File: config.mk
export PLATFORM = sky130hd
export DESIGN_NAME = layered_pixel_generator
export DESIGN_NICKNAME = d
export VERILOG_FILES = /design/src/rtl/layered_pixel_generator.sv
export SDC_FILE = /design/constraint.sdc
export NUM_CORES = 1
export LEC_CHECK = 0
export CAP_MARGIN = 40
export CORE_MARGIN = 2
export CORE_UTILIZATION = 37
export CTS_BUF_LIST = sky130_fd_sc_hd__clkbuf_8 sky130_fd_sc_hd__clkbuf_16
export CTS_CLUSTER_SIZE = 8
export DETAILED_ROUTE_END_ITERATION = 10
export GPL_TIMING_DRIVEN = 0
export PLACE_DENSITY = 0.57
export RECOVER_POWER = 25
export SLEW_MARGIN = 20
export SYNTH_ARGS = -nofsm -noshare
export SYNTH_HDL_FRONTEND = slang
export SYNTH_SLANG_ARGS = --single-unit
File: constraint.sdc
create_clock -name i_clk -period 4 [get_ports i_clk]
set_input_delay 0.6 -clock i_clk [delete_from_list [all_inputs] [get_ports i_clk]]
set_output_delay 0.6 -clock i_clk [all_outputs]
set_load 0.02 [all_outputs]
File: src/rtl/layered_pixel_generator.sv
// Instruction-programmed pixel source: background plus NUM_RECTS filled rectangles,
// double-buffered (staging -> active on frame start after COMMIT), 2-cycle pixel latency.
module layered_pixel_generator #(
   parameter int unsigned        COORD_W   = 10,
   parameter int unsigned        COLOR_W   = 12,
   parameter int unsigned        NUM_RECTS = 4,
   parameter logic [COLOR_W-1:0] RESET_BG  = 12'hf00
) (
   input  logic               i_clk,
   input  logic               i_reset,
   input  logic [COORD_W-1:0] i_pixel_x,
   input  logic [COORD_W-1:0] i_pixel_y,
   input  logic               i_frame_start,
   input  logic [31:0]        i_instruction,
   input  logic               i_instruction_ready,
   output logic [COLOR_W-1:0] o_color,
   output logic               o_commit_pending,
   output logic               o_error
);

   localparam int unsigned SEL_W = (NUM_RECTS > 1) ? $clog2(NUM_RECTS) : 1;

   localparam logic [7:0] OpSetBg    = 8'h01;
   localparam logic [7:0] OpSelect   = 8'h02;
   localparam logic [7:0] OpSetX     = 8'h03;
   localparam logic [7:0] OpSetY     = 8'h04;
   localparam logic [7:0] OpSetColor = 8'h05;
   localparam logic [7:0] OpClear    = 8'h06;
   localparam logic [7:0] OpCommit   = 8'h07;
   localparam logic [7:0] OpClrErr   = 8'h08;

   typedef struct packed {
      logic [COORD_W-1:0] x0;
      logic [COORD_W-1:0] x1;
      logic [COORD_W-1:0] y0;
      logic [COORD_W-1:0] y1;
      logic [COLOR_W-1:0] color;
      logic               en;
   } rect_t;

   rect_t [NUM_RECTS-1:0] stg_q, stg_d, act_q, act_d;
   logic  [COLOR_W-1:0]   stg_bg_q, stg_bg_d, act_bg_q, act_bg_d;
   logic  [SEL_W-1:0]     sel_q, sel_d;
   logic                  err_q, err_d;
   logic                  pend_q, pend_d;

   logic [NUM_RECTS-1:0]                hit_q, hit_d;
   logic [NUM_RECTS-1:0][COLOR_W-1:0]   s1_col_q, s1_col_d;
   logic [COLOR_W-1:0]                  s1_bg_q, s1_bg_d;
   logic [COLOR_W-1:0]                  color_q, color_d;

   logic [7:0]  opcode;
   logic [23:0] args;
   logic        commit_now;
   logic        do_copy;

   assign opcode = i_instruction[7:0];
   assign args   = i_instruction[31:8];

   // Instruction decode and frame-boundary copy
   always_comb begin
      stg_d      = stg_q;
      stg_bg_d   = stg_bg_q;
      act_d      = act_q;
      act_bg_d   = act_bg_q;
      sel_d      = sel_q;
      err_d      = err_q;
      pend_d     = pend_q;
      commit_now = 1'b0;
      if (i_instruction_ready) begin
         case (opcode)
            OpSetBg: stg_bg_d = args[COLOR_W-1:0];
            OpSelect: begin
               if (32'(args[7:0]) >= NUM_RECTS) err_d = 1'b1;
               else                             sel_d = args[SEL_W-1:0];
            end
            OpSetX: begin
               stg_d[sel_q].x0 = args[COORD_W-1:0];
               stg_d[sel_q].x1 = args[COORD_W+11:12];
            end
            OpSetY: begin
               stg_d[sel_q].y0 = args[COORD_W-1:0];
               stg_d[sel_q].y1 = args[COORD_W+11:12];
            end
            OpSetColor: begin
               stg_d[sel_q].color = args[COLOR_W-1:0];
               stg_d[sel_q].en    = args[16];
            end
            OpClear: begin
               for (int k = 0; k < int'(NUM_RECTS); k++) stg_d[k].en = 1'b0;
            end
            OpCommit: commit_now = 1'b1;
            OpClrErr: err_d = 1'b0;
            default:  err_d = 1'b1;
         endcase
      end
      // Copy takes the pre-write staging values so a same-cycle write lands next frame
      do_copy = i_frame_start && (pend_q || commit_now);
      if (do_copy) begin
         act_d    = stg_q;
         act_bg_d = stg_bg_q;
         pend_d   = 1'b0;
      end else if (commit_now) begin
         pend_d = 1'b1;
      end
   end

   // Stage 1 hit vector and stage 2 lowest-index priority select
   always_comb begin
      hit_d    = '0;
      s1_col_d = '0;
      s1_bg_d  = act_bg_q;
      for (int k = 0; k < int'(NUM_RECTS); k++) begin
         hit_d[k] = act_q[k].en &&
                    (i_pixel_x >= act_q[k].x0) && (i_pixel_x <= act_q[k].x1) &&
                    (i_pixel_y >= act_q[k].y0) && (i_pixel_y <= act_q[k].y1);
         s1_col_d[k] = act_q[k].color;
      end
      color_d = s1_bg_q;
      for (int k = int'(NUM_RECTS) - 1; k >= 0; k--) begin
         if (hit_q[k]) color_d = s1_col_q[k];
      end
   end

   always_ff @(posedge i_clk) begin
      if (i_reset) begin
         stg_q    <= '0;
         act_q    <= '0;
         stg_bg_q <= RESET_BG;
         act_bg_q <= RESET_BG;
         sel_q    <= '0;
         err_q    <= 1'b0;
         pend_q   <= 1'b0;
         hit_q    <= '0;
         s1_col_q <= '0;
         s1_bg_q  <= '0;
         color_q  <= '0;
      end else begin
         stg_q    <= stg_d;
         act_q    <= act_d;
         stg_bg_q <= stg_bg_d;
         act_bg_q <= act_bg_d;
         sel_q    <= sel_d;
         err_q    <= err_d;
         pend_q   <= pend_d;
         hit_q    <= hit_d;
         s1_col_q <= s1_col_d;
         s1_bg_q  <= s1_bg_d;
         color_q  <= color_d;
      end
   end

   assign o_color          = color_q;
   assign o_commit_pending = pend_q;
   assign o_error          = err_q;

endmodule

Word-level counts from Yosys, hierarchy flattened --
Index checks and enable logic that the tools add are counted. W data, S select, Z words.
Cells by class: bitwise operators 2, $mul 0, reduce and logical (&&, ||, !) cells 28, equality and inequality tests 9, shifts and indexed selects 0, magnitude comparators 19, muxes and demuxes 34, div/mod/pow operators 0, add/sub/neg operators 0
Operator list (count):
- $bwmux W212 | 6
- $demux W53 S2 | 6
- $pmux W52 S3 | 4
- $ge A10 B10 Y1 | 8
- $le A10 B10 Y1 | 8
- $mux W53 | 1
- $mux W12 | 4
- $mux W43 | 1
- $mux W33 | 1
- $eq A8 B3 Y1 const B | 4
- $mux W23 | 1
- $logic_and A1 B1 Y1 | 18
- $eq A8 B2 Y1 const B | 2
- $pmux W1 S4 | 4
- $mux W13 | 1
- $eq A8 B1 Y1 const B | 1
- $eq A8 B4 Y1 const B | 1
- $ge A8 B3 Y1 const B | 1
- $reduce_and A2 Y1 | 3
- $reduce_and A3 Y1 | 2
- $reduce_or A6 Y1 | 1
- $mux W1 | 4
- $reduce_bool A4 Y1 | 1
- $lt A2 B3 Y1 const B | 1
- 7 further kinds | 8
Storage, ports and cells: memory bits (writable) 0, register bits after elaboration 528, logic and storage cells 152, input bits 56, memories kept 0, output and inout port bits 14, bits in read-only memories 0, latch bits 0

Depth between registers and ports, before layout --
depth after elaboration 7, gate-level depth with buffers 9, gate-level depth less buffers 8

Least setup slack after synthesis --
Ideal clock, no wire load.
path type input to register, start point input port i_instruction[5], end point register act_q[107] in the netlist's numbering, slack 1486 ps, data required time 3868 ps, cell stages on the path 9, library setup time 132 ps, data arrival time 2382 ps, path buffers 3, cell sequence or4_4 nor3b_4 a41oi_1 nand2b_1 buf_2 buf_2 buf_2 nand2_1 a21oi_1
Between the ends: word-level cells in the longest chain between the ends 5
RTL lines:
- start: declaration | RTL line 14 | input logic [31:0] i_instruction,
- $eq A8 B3 Y1 | RTL line 71 | case (opcode)
- $mux W1 | RTL line 71
- $mux W1 | RTL line 70 | if (i_instruction_ready) begin
- $logic_or A1 B1 Y1 | RTL line 98 | do_copy = i_frame_start && (pend_q || commit_now);
- $logic_and A1 B1 Y1 | RTL line 98
- end signal: assignment | RTL line 140 | act_q <= act_d;
- end: declaration | RTL line 41 | rect_t [NUM_RECTS-1:0] stg_q, stg_d, act_q, act_d;
Every way passes these cells. A chain may end at the register's enable or synchronous reset.

Worst setup path in the final report --
start point input port i_instruction[5], end point register act_q[103] in the netlist's numbering
The elaborated chain is that of the path after synthesis.

==> results.txt <==
The run finished with clean final reports. The number of warning messages in the yosys log came out at 0. In this run the tightest slew margin relative to its limit is 23.7%. The number of antenna violations at the first check in global routing was 2. Sorting the synthesized cells by how often they occur yields sky130_fd_sc_hd__nand2_1, sky130_fd_sc_hd__dfxtp_1, sky130_fd_sc_hd__a21oi_1.

TritonCTS built the clock tree. The maximum vdd ir drop is 0.000285 V. After synthesis, the netlist uses 51 different library cells. The synthesized instance count is 2800. Before CTS, the worst setup slack after placement is -83.4 ps. Cells fill 43.6% of the core in the end.

The biggest area contributor in the post-synthesis netlist is sky130_fd_sc_hd__dfxtp_1. In the global route stage, overall resource usage came out at 23.5%. In this run the worst hold path is classified as primary input to register. The initial cell density of the core is 37.5%. Timing would allow up to 269 MHz. The number of design rule violations left after detail routing is 0.

The slowest stage of the critical path is the sky130_fd_sc_hd__clkbuf_1 cell. In the post-synthesis netlist, the biggest area contributors are sky130_fd_sc_hd__dfxtp_1, sky130_fd_sc_hd__nand2_1, sky130_fd_sc_hd__a21oi_1, sky130_fd_sc_hd__ha_1, sky130_fd_sc_hd__inv_1. The count of hold-fix buffers inserted at cts came out at 0. The max-cap violation count came out at 0. The area of all placed cells without fillers came out at 25800 um^2. The critical path data arrival time is 4240 ps. After clock tree synthesis, the clock-pin slew on the worst setup and hold paths is 50 ps. The final max-slew violation count is 0.

The number of rows created at floorplan is 89. The die boundary height is 249 um. The logic depth of the worst register-to-register path is 8. Setup slack on the worst reg-to-reg path comes out at 1160 ps.

The final cycle utilization of the critical path is 92.8%. The total count of hold-check failures in the final report is 0. The top flip-flop cell by instance count after synthesis is sky130_fd_sc_hd__dfxtp_1.

The area inside the core boundary is 59100 um^2. The total setup violations reported at the end of the flow is 0. The number of H-tree branching levels is 3. The final critical delay including setup and external delays is 3710 ps. The DRC violation total after the first TritonRoute iteration came out at 1551.

The largest stage delay on the critical path is 860 ps. Pin placement for this block handled 70 I/O pins. The clock latency on the worst-skew pair came out at 610 ps. In the post-synthesis netlist, the cell with the most instances is sky130_fd_sc_hd__nand2_1. The number of port buffers is 57. The post-synthesis to final-layout area growth is 16.1%. The via density per instance is 5.19. Tracing the worst setup path back leads to its startpoint at i_instruction[5]. The CTS buffer count came out at 75. Counting flops and latches in the post-synthesis netlist gives 528. The power per standard cell area came out at 445 nW/um^2.

The placed standard-cell area is 23800 um^2. The sum of overflow across all layers after global routing is 0. The via count came out at 19.3k. The root buffer selected by CTS is sky130_fd_sc_hd__clkbuf_16. The estimated wirelength of the detail-placed design is 52200 um. The transition time at the pin with the least slew margin came out at 1140 ps. The worst setup path is launched from a primary input. The sequential element share of the synthesized area is 47.6%. The fraction of synthesized cell area taken by the top area cell type came out at 47.6%. Of the cells placed in the final design, the portion with a size suffix greater than 1 is 5.43%.

The endpoint identified for the worst register-to-register timing path is hit_q[1]. The global-route wire length before repair came out at 110000 um. STA classifies the critical path endpoint as a register. The TritonCTS sink count came out at 528. After synthesis, the share of flip-flops with an asynchronous set or reset is 0%. The required arrival time at the worst endpoint came out at 4520 ps.

The hold slack is 415 ps. The die covers 62000 um^2. The final weighted congestion in routability-driven placement came out at 0.922. The post-synthesis net count came out at 3016. The repair_antennas step left the layout with diodes totalling 0. The first-pass detailed-route iteration total came out at 5. Wires add up to 73800 um.

The number of global-route vias before repair is 18.6k. The clock passes through at most 3 buffers. Setup repair after global routing left no endpoint under its margin. The routed length per instance is 19.8 um. The final antenna-violating net count came out at 0. The worst register-to-register path begins at act_q[75].

In this run the worst setup path terminates at act_q[103]. The synthesized area per cell is 7.93 um^2. After clock tree synthesis, the setup repair step added 0 buffers. The largest fanout on the critical path is 10. The post-cts gate resize count came out at 0. The horizontal extent of the die is 249 um. The number of enable-type register cells in the synthesized netlist came out at 0. The setup clock skew after layout is 14.6 ps. Traced cell by cell, the critical path runs through dlygate4sd3_1, or4_1, nor3b_4, a41oi_1, nor2b_1, buf_4, clkbuf_1, buf_6, nand2_1, a21oi_1.

The worst setup slack after layout is 287 ps. The reported leakage power is 8.77 nW. The largest net degree at the start of global routing came out at 11. The cell area after technology mapping is 22200 um^2. The critical path class is primary input to register. For this run, the post-layout net count is 3158.
[power by group]
part	leakage [nW]	switching, W	internal, W	total, W
clock	0.966	0.00227	0.00334	0.00561
combinational	3.55	0.000418	0.000164	0.000582
sequential	4.25	0.00000189	0.00528	0.00528
[worst max-delay path: cells and delay by family]
family / cells / cell delay [ps]
buffers and inverters: 4 / 1870
AND/OR/NAND/NOR: 4 / 1390
AO/OA/AOI/OAI: 2 / 360
[layout make-up]
class                      count  area [um^2]
timing repair buffer          65          668
fill                        5933        33300
buffer                       179          875
sequential                   528        10600
clock buffer                  76         1900
clock inverter                 6         60.1
tap                          773          967
multi-input combinational   1937        10200
inverter                     156          586
[worst min path at each step]
stage | to | depth (start not counted) | from | slack [ps]
3_5_place_dp | act_q[134] | 2 | register | 440
5_1_grt | register | 3 | i_instruction[29] | 390
4_1_cts | register | 3 | i_instruction[29] | 390
3_3_place_gp | act_q[42] | 2 | register | 440
6_report | register | 3 | i_instruction[29] | 410
2_1_floorplan | o_color[10] | 2 | s1_col_q[10] | 430
[metrics by stage]
| step | power, W | instances | setup TNS [ps] |
|---|---|---|---|
| 3_3_place_gp | 0.00593 | 3630 | -436 |
| 3_5_place_dp | 0.00596 | 3637 | -83.4 |
| 2_1_floorplan | 0.00564 | 2800 | 0 |
| 4_1_cts | 0.0115 | 3719 | 0 |
| 5_1_grt | 0.0118 | 3720 | 0 |
| 6_report | 0.0115 | 3720 | 0 |
[layout by cell type, fill, tap and decap left out, types with 37 or more instances in the layout]
master / n
sky130_fd_sc_hd__a21oi_1: 497
sky130_fd_sc_hd__buf_2: 41
sky130_fd_sc_hd__clkbuf_1: 110
sky130_fd_sc_hd__clkbuf_16: 76
sky130_fd_sc_hd__clkdlybuf4s50_1: 40
sky130_fd_sc_hd__dfxtp_1: 528
sky130_fd_sc_hd__ha_1: 160
sky130_fd_sc_hd__inv_1: 155
sky130_fd_sc_hd__nand2_1: 935
sky130_fd_sc_hd__nor2_1: 52
sky130_fd_sc_hd__nor2b_1: 71
sky130_fd_sc_hd__o21ai_0: 37
[logic make-up after synthesis]
group / after synthesis / share of synthesized area, %
simple gates: 1153 / 21.3
mux: 26 / 1.17
flops: 528 / 47.6
compound gates: 597 / 14.2
xor+xnor: 1 / 0.0395
fa+ha+maj: 160 / 9.02
buf+inv: 335 / 6.61
[per-layer routing]
layer / routed length (um) / track usage, %
met1: 32500 / 30.5
met4: 2980 / 9.58
met2: 33000 / 38.0
met5: 0 / 0
met3: 5250 / 4.82
(Power assumes the default switching activity.)
